[config.mk]
export PLATFORM = sky130hd
export DESIGN_NAME = pipe_ctrl
export DESIGN_NICKNAME = d
export VERILOG_FILES = /design/src/rtl/pipe_ctrl.sv
export SDC_FILE = /design/constraint.sdc
export NUM_CORES = 1
export LEC_CHECK = 0
export BUFFER_PORTS_ARGS = -buffer_cell sky130_fd_sc_hd__buf_4
export CORE_MARGIN = 1
export CORE_UTILIZATION = 43
export DETAILED_ROUTE_END_ITERATION = 10
export PLACE_DENSITY_LB_ADDON = 0.2
export SKIP_LAST_GASP = 1
export SLEW_MARGIN = 5
export SYNTH_ARGS = -nofsm -noshare
export SYNTH_HDL_FRONTEND = slang
export SYNTH_SLANG_ARGS = --single-unit
[constraint.sdc]
create_clock -name clock -period 2.45 [get_ports clock]
set_input_delay 0.1225 -clock clock [delete_from_list [all_inputs] [get_ports clock]]
set_output_delay 0.1225 -clock clock [all_outputs]
set_load 0.02 [all_outputs]
[src/rtl/pipe_ctrl.sv]
// Pipeline sequencing controller: EX/MEM destination scoreboard, load-use stall,
// ID forwarding selects, debug halt/drain/step FSM and saturating stall counter.
// Optional single-step support is built when PIPE_CTRL_STEP_EN is defined.
module pipe_ctrl (
  input  logic        clock,
  input  logic        resetn,
  input  logic [4:0]  id_rs,
  input  logic [4:0]  id_rt,
  input  logic        id_uses_rs,
  input  logic        id_uses_rt,
  input  logic        id_wreg,
  input  logic        id_m2reg,
  input  logic [4:0]  id_rn,
  input  logic        halt_req,
  input  logic        step_req,
  output logic        pc_we,
  output logic        idex_bubble,
  output logic [1:0]  fwda,
  output logic [1:0]  fwdb,
  output logic        halted,
  output logic        step_ack,
  output logic [15:0] stall_cnt
);

  typedef enum logic [1:0] {S_RUN, S_DRAIN, S_HALTED, S_STEP} state_t;

  typedef struct packed {
    logic       v;
    logic [4:0] rn;
    logic       m2reg;
  } slot_t;

  state_t     state;
  logic [1:0] dcnt;
  slot_t      ex_slot, mem_slot;
  logic       hazard, issue;

  function automatic logic hit(slot_t s, logic [4:0] r);
    return s.v && (s.rn != 5'd0) && (s.rn == r);
  endfunction

  // EX load match yields 00: that case is always covered by the load-use stall.
  function automatic logic [1:0] fsel(slot_t ex, slot_t mem, logic [4:0] r);
    if (hit(ex, r))       return ex.m2reg ? 2'b00 : 2'b01;
    else if (hit(mem, r)) return mem.m2reg ? 2'b11 : 2'b10;
    else                  return 2'b00;
  endfunction

  always_comb begin
    hazard = ex_slot.m2reg &&
             ((id_uses_rs && hit(ex_slot, id_rs)) || (id_uses_rt && hit(ex_slot, id_rt)));
    pc_we       = 1'b0;
    idex_bubble = 1'b1;
    case (state)
      S_RUN: begin
        pc_we       = ~hazard;
        idex_bubble = hazard;
      end
`ifdef PIPE_CTRL_STEP_EN
      S_STEP: begin
        pc_we       = 1'b1;
        idex_bubble = 1'b0;
      end
`endif
      default: begin
        pc_we       = 1'b0;
        idex_bubble = 1'b1;
      end
    endcase
  end

  assign issue  = pc_we & ~idex_bubble;
  assign fwda   = fsel(ex_slot, mem_slot, id_rs);
  assign fwdb   = fsel(ex_slot, mem_slot, id_rt);
  assign halted = (state == S_HALTED);

  always_ff @(posedge clock or negedge resetn) begin
    if (!resetn) begin
      ex_slot  <= '0;
      mem_slot <= '0;
    end else begin
      mem_slot <= ex_slot;
      ex_slot  <= issue ? slot_t'{v: id_wreg, rn: id_rn, m2reg: id_m2reg} : '0;
    end
  end

  always_ff @(posedge clock or negedge resetn) begin
    if (!resetn)
      stall_cnt <= '0;
    else if ((state == S_RUN) && hazard && (stall_cnt != 16'hFFFF))
      stall_cnt <= stall_cnt + 16'd1;
  end

`ifdef PIPE_CTRL_STEP_EN
  logic step_flag, step_ack_r;
  assign step_ack = step_ack_r;
`else
  logic unused_step;
  assign unused_step = step_req;
  assign step_ack    = 1'b0;
`endif

  always_ff @(posedge clock or negedge resetn) begin
    if (!resetn) begin
      state <= S_RUN;
      dcnt  <= '0;
`ifdef PIPE_CTRL_STEP_EN
      step_flag  <= 1'b0;
      step_ack_r <= 1'b0;
`endif
    end else begin
`ifdef PIPE_CTRL_STEP_EN
      step_ack_r <= 1'b0;
`endif
      case (state)
        S_RUN: begin
          if (halt_req) begin
            state <= S_DRAIN;
            dcnt  <= 2'd2;
          end
        end
        S_DRAIN: begin
          if (dcnt == 2'd0) begin
            state <= S_HALTED;
`ifdef PIPE_CTRL_STEP_EN
            step_ack_r <= step_flag;
            step_flag  <= 1'b0;
`endif
          end else begin
            dcnt <= dcnt - 2'd1;
          end
        end
        S_HALTED: begin
          if (!halt_req)
            state <= S_RUN;
`ifdef PIPE_CTRL_STEP_EN
          else if (step_req)
            state <= S_STEP;
`endif
        end
`ifdef PIPE_CTRL_STEP_EN
        S_STEP: begin
          state     <= S_DRAIN;
          dcnt      <= 2'd2;
          step_flag <= 1'b1;
        end
`endif
        default: state <= S_RUN;
      endcase
    end
  end

endmodule

==> run metrics <==
Initial Util 0.4618; pwr/cell area 798.1 mW/mm²; WHS Path Cells 2; via count 1445; initial antenna violation count 0; Hold EP ex_slot[3]$_DFF_PN0_; status completed; Synth Warn # 0; IO Pins 47; synth unique cells 32; WP data required 2.33 ns; share of post-route cells with drive strength above 1 0.2838; number of global-route vias before repair 1423; Clock Skew 0.005165 ns; Switching Share 0.3477; Slew Limit Fails 0; Worst EP arrival 2.32 ns; ANT cells 0; r2r worst-path depth 7; crit path max fanout 4; max_cap viols 0; Die W 65.87 µm; min cycle time layout 2.444 ns; Post-Syn Area 0.001754 mm²; nets@finish 247; combinational fraction of design power 0.335; leakage 1.077 nW; Rows 22; Avg Cell Area, Syn 10.57 µm²; register cell area after layout 850.8 µm²; largest net degree at the start of global routing 35; Sw Pwr 633.6 µW; ys async rst share 1.000; Area Overhead vs Synth 30.17%; RSZ-0062 raised after global routing true; Synth top area share 0.4850; synth top area cells dfrtp_1 49%, xnor2_1 12%, xor2_1 5.0%; fin util 0.6011; slowest CP cell or4_1; wire per inst 14.49 µm; area of the multi-input gates 884.6 µm²; EDFF count, synth 0; Reg clk slew, reported paths 0.06 ns; CTS max path bufs 2; internal cell power 1.189 mW; Placer Congestion 0.9009; FILL cells 328; delay-heaviest family, CP compound AO/OA/AOI/OAI gates; hold_ws 0.05768 ns; maximum vdd drop 0.4244 mV; vias per cell 5.352; Post-DP HPWL 2790 µm; Worst R2R Start ex_slot[3]$_DFF_PN0_; final setup fails 0; Final Hold Viols 0; leading area contributor after synthesis dfrtp_1; DRT iter0 DRCs 50; sequential power share 0.461; top_reg_cell synth dfrtp_1; CP max stage delay 0.53 ns; first-pass GRT wire length 6713 µm; FF-to-FF setup slack 0.18 ns; f_max 0.4092 GHz; TritonRoute pass-1 iters 4; critical path endpoint category output pin; CTS Sinks 34; CTS root buffer clkbuf_8; Clk Latency, worst-skew pair 0.28 ns; die area 0.004339 mm²; Die Span Y 65.87 µm; crit share post-route 0.9974; Core Region 0.003799 mm²; DRC Markers 0; crit start category flop; DRT antenna net count 0; register area share after synthesis 0.4850; Hold Path Origin id_rn[2]; Post-Synthesis Cells 166; CTS tree done; WL final 3912 µm; Total GRT Usage 0.2051; R2R Path End stall_cnt[1]$_DFFE_PN0P_; Cell Chain, Critical Path or4_1 > o21ai_2 > nor3_1 > a22o_4 > a211oi_4 > inv_1 > buf_4; Worst Hold Class in -> reg; crit path kind reg -> out; CTS Buf Count 5; Clk network pwr share 0.204; H-tree level count 2; grt total ovfl 0; Syn Nets 191; Bufs and invs on worst path 2; Port Buffers 44; number of synthesized register bits 34
## stage by stage
| stage | cells | TNS, ns | worst slack [ns] | area (µm²) | power [mW] |
|---|---|---|---|---|---|
| after floorplan | 166 | 0 | 0.2368 | 1760 | 1.197 |
| after global placement | 257 | 0 | 0.2084 | 2155 | 1.358 |
| after detailed placement | 257 | 0 | 0.1712 | 2155 | 1.386 |
| after CTS | 267 | 0 | 0.01603 | 2261 | 1.800 |
| after global routing | 270 | -0.1303 | -0.07297 | 2283 | 1.950 |
| final | 270 | 0 | 0.006418 | 2283 | 1.822 |
## kinds of logic (layout without fill, tap and decap cells)
logic type,Yosys count,count (layout),share of synthesized area
DFF,34,34,0.4850
muxes,3,3,0.01783
AOI/OAI and AO/OA,11,12,0.05208
xor gates and xnor gates,35,35,0.1747
adders and majority gates,2,2,0.01426
other,1,1,0.002138
and+or+nand+nor,71,71,0.2325
buffers and inverters,9,64,0.02140
## layout by cell type (no fill, tap or decap), types with 4 or more instances in the layout
cell,n
a21oi_1,4
and2_1,9
clkbuf_8,5
buf_4,51
nand4_1,10
nand2_1,7
nand3_1,13
nor3_1,4
nor2_1,7
dfrtp_1,34
xnor2_1,25
and3_1,8
xor2_1,10
inv_1,5
## state kept, by name (all words and copies together) (netlist names)
| name | flops |
|---|---|
| ex_slot | 7 |
| state | 2 |
| dcnt | 2 |
| mem_slot | 7 |
| stall_cnt | 16 |
## how the worst max path moves through the flow
stage	from	end	slack, ns	cells past startpoint
finish	ex_slot[3]$_DFF_PN0_	idex_bubble	0.006	7
global route	ex_slot[3]$_DFF_PN0_	idex_bubble	-0.07	7
CTS	ex_slot[3]$_DFF_PN0_	idex_bubble	0.02	7
detailed placement	ex_slot[2]$_DFF_PN0_	stall_cnt[1]$_DFFE_PN0P_	0.17	7
global placement	ex_slot[2]$_DFF_PN0_	stall_cnt[1]$_DFFE_PN0P_	0.21	7
floorplan	ex_slot[2]$_DFF_PN0_	fwdb[0]	0.24	6
## layer usage
layer	track usage	wire length, µm	share of wire	vias up
li1	-	-	-	697
met2	0.3112	1831	0.47	45
met4	0.06522	36	0.0092	0
met5	0	0	0	-
met3	0.05690	230	0.059	4
met1	0.2811	1814	0.46	699
## power by group through the flow
stage / clock (mW) / combinational (mW) / sequential [mW]
global placement: 0 / 0.522 / 0.836
detailed placement: 0 / 0.538 / 0.848
global route: 0.417 / 0.671 / 0.862
finish: 0.372 / 0.610 / 0.840
floorplan: 0 / 0.399 / 0.798
CTS: 0.385 / 0.569 / 0.846
## cells in the mapped netlist (all sizes together) (2+ instances only)
| cell type | count |
|---|---|
| dfrtp | 34 |
| xnor2 | 25 |
| nand3 | 13 |
| nand4 | 10 |
| xor2 | 10 |
| and2 | 9 |
| and3 | 8 |
| nand2 | 7 |
| nor2 | 7 |
| inv | 5 |
| nor3 | 5 |
| a21oi | 4 |
| and4 | 3 |
| clkbuf | 3 |
| o21ai | 3 |
| or4 | 3 |
| a22o | 2 |
| ha | 2 |
| mux2i | 2 |
| nor4 | 2 |
## area by class of cell
cell class,count,share of cell area
well taps,48,0.02630
repair buffers,52,0.1721
multi-input cells,124,0.3874
inverters,5,0.008219
clock buffers,7,0.03342
flip-flops and latches,34,0.3726
## timing repair
item,in CTS,in global routing
endpoints found under the setup margin,2,3
hold buffers,1,0
endpoints found under the hold margin,34,0
setup buffers,1,3
pin swaps,1,1
gates resized for setup,0,0
cloned,1,0
Note: power is estimated with default switching activity, not from simulation.
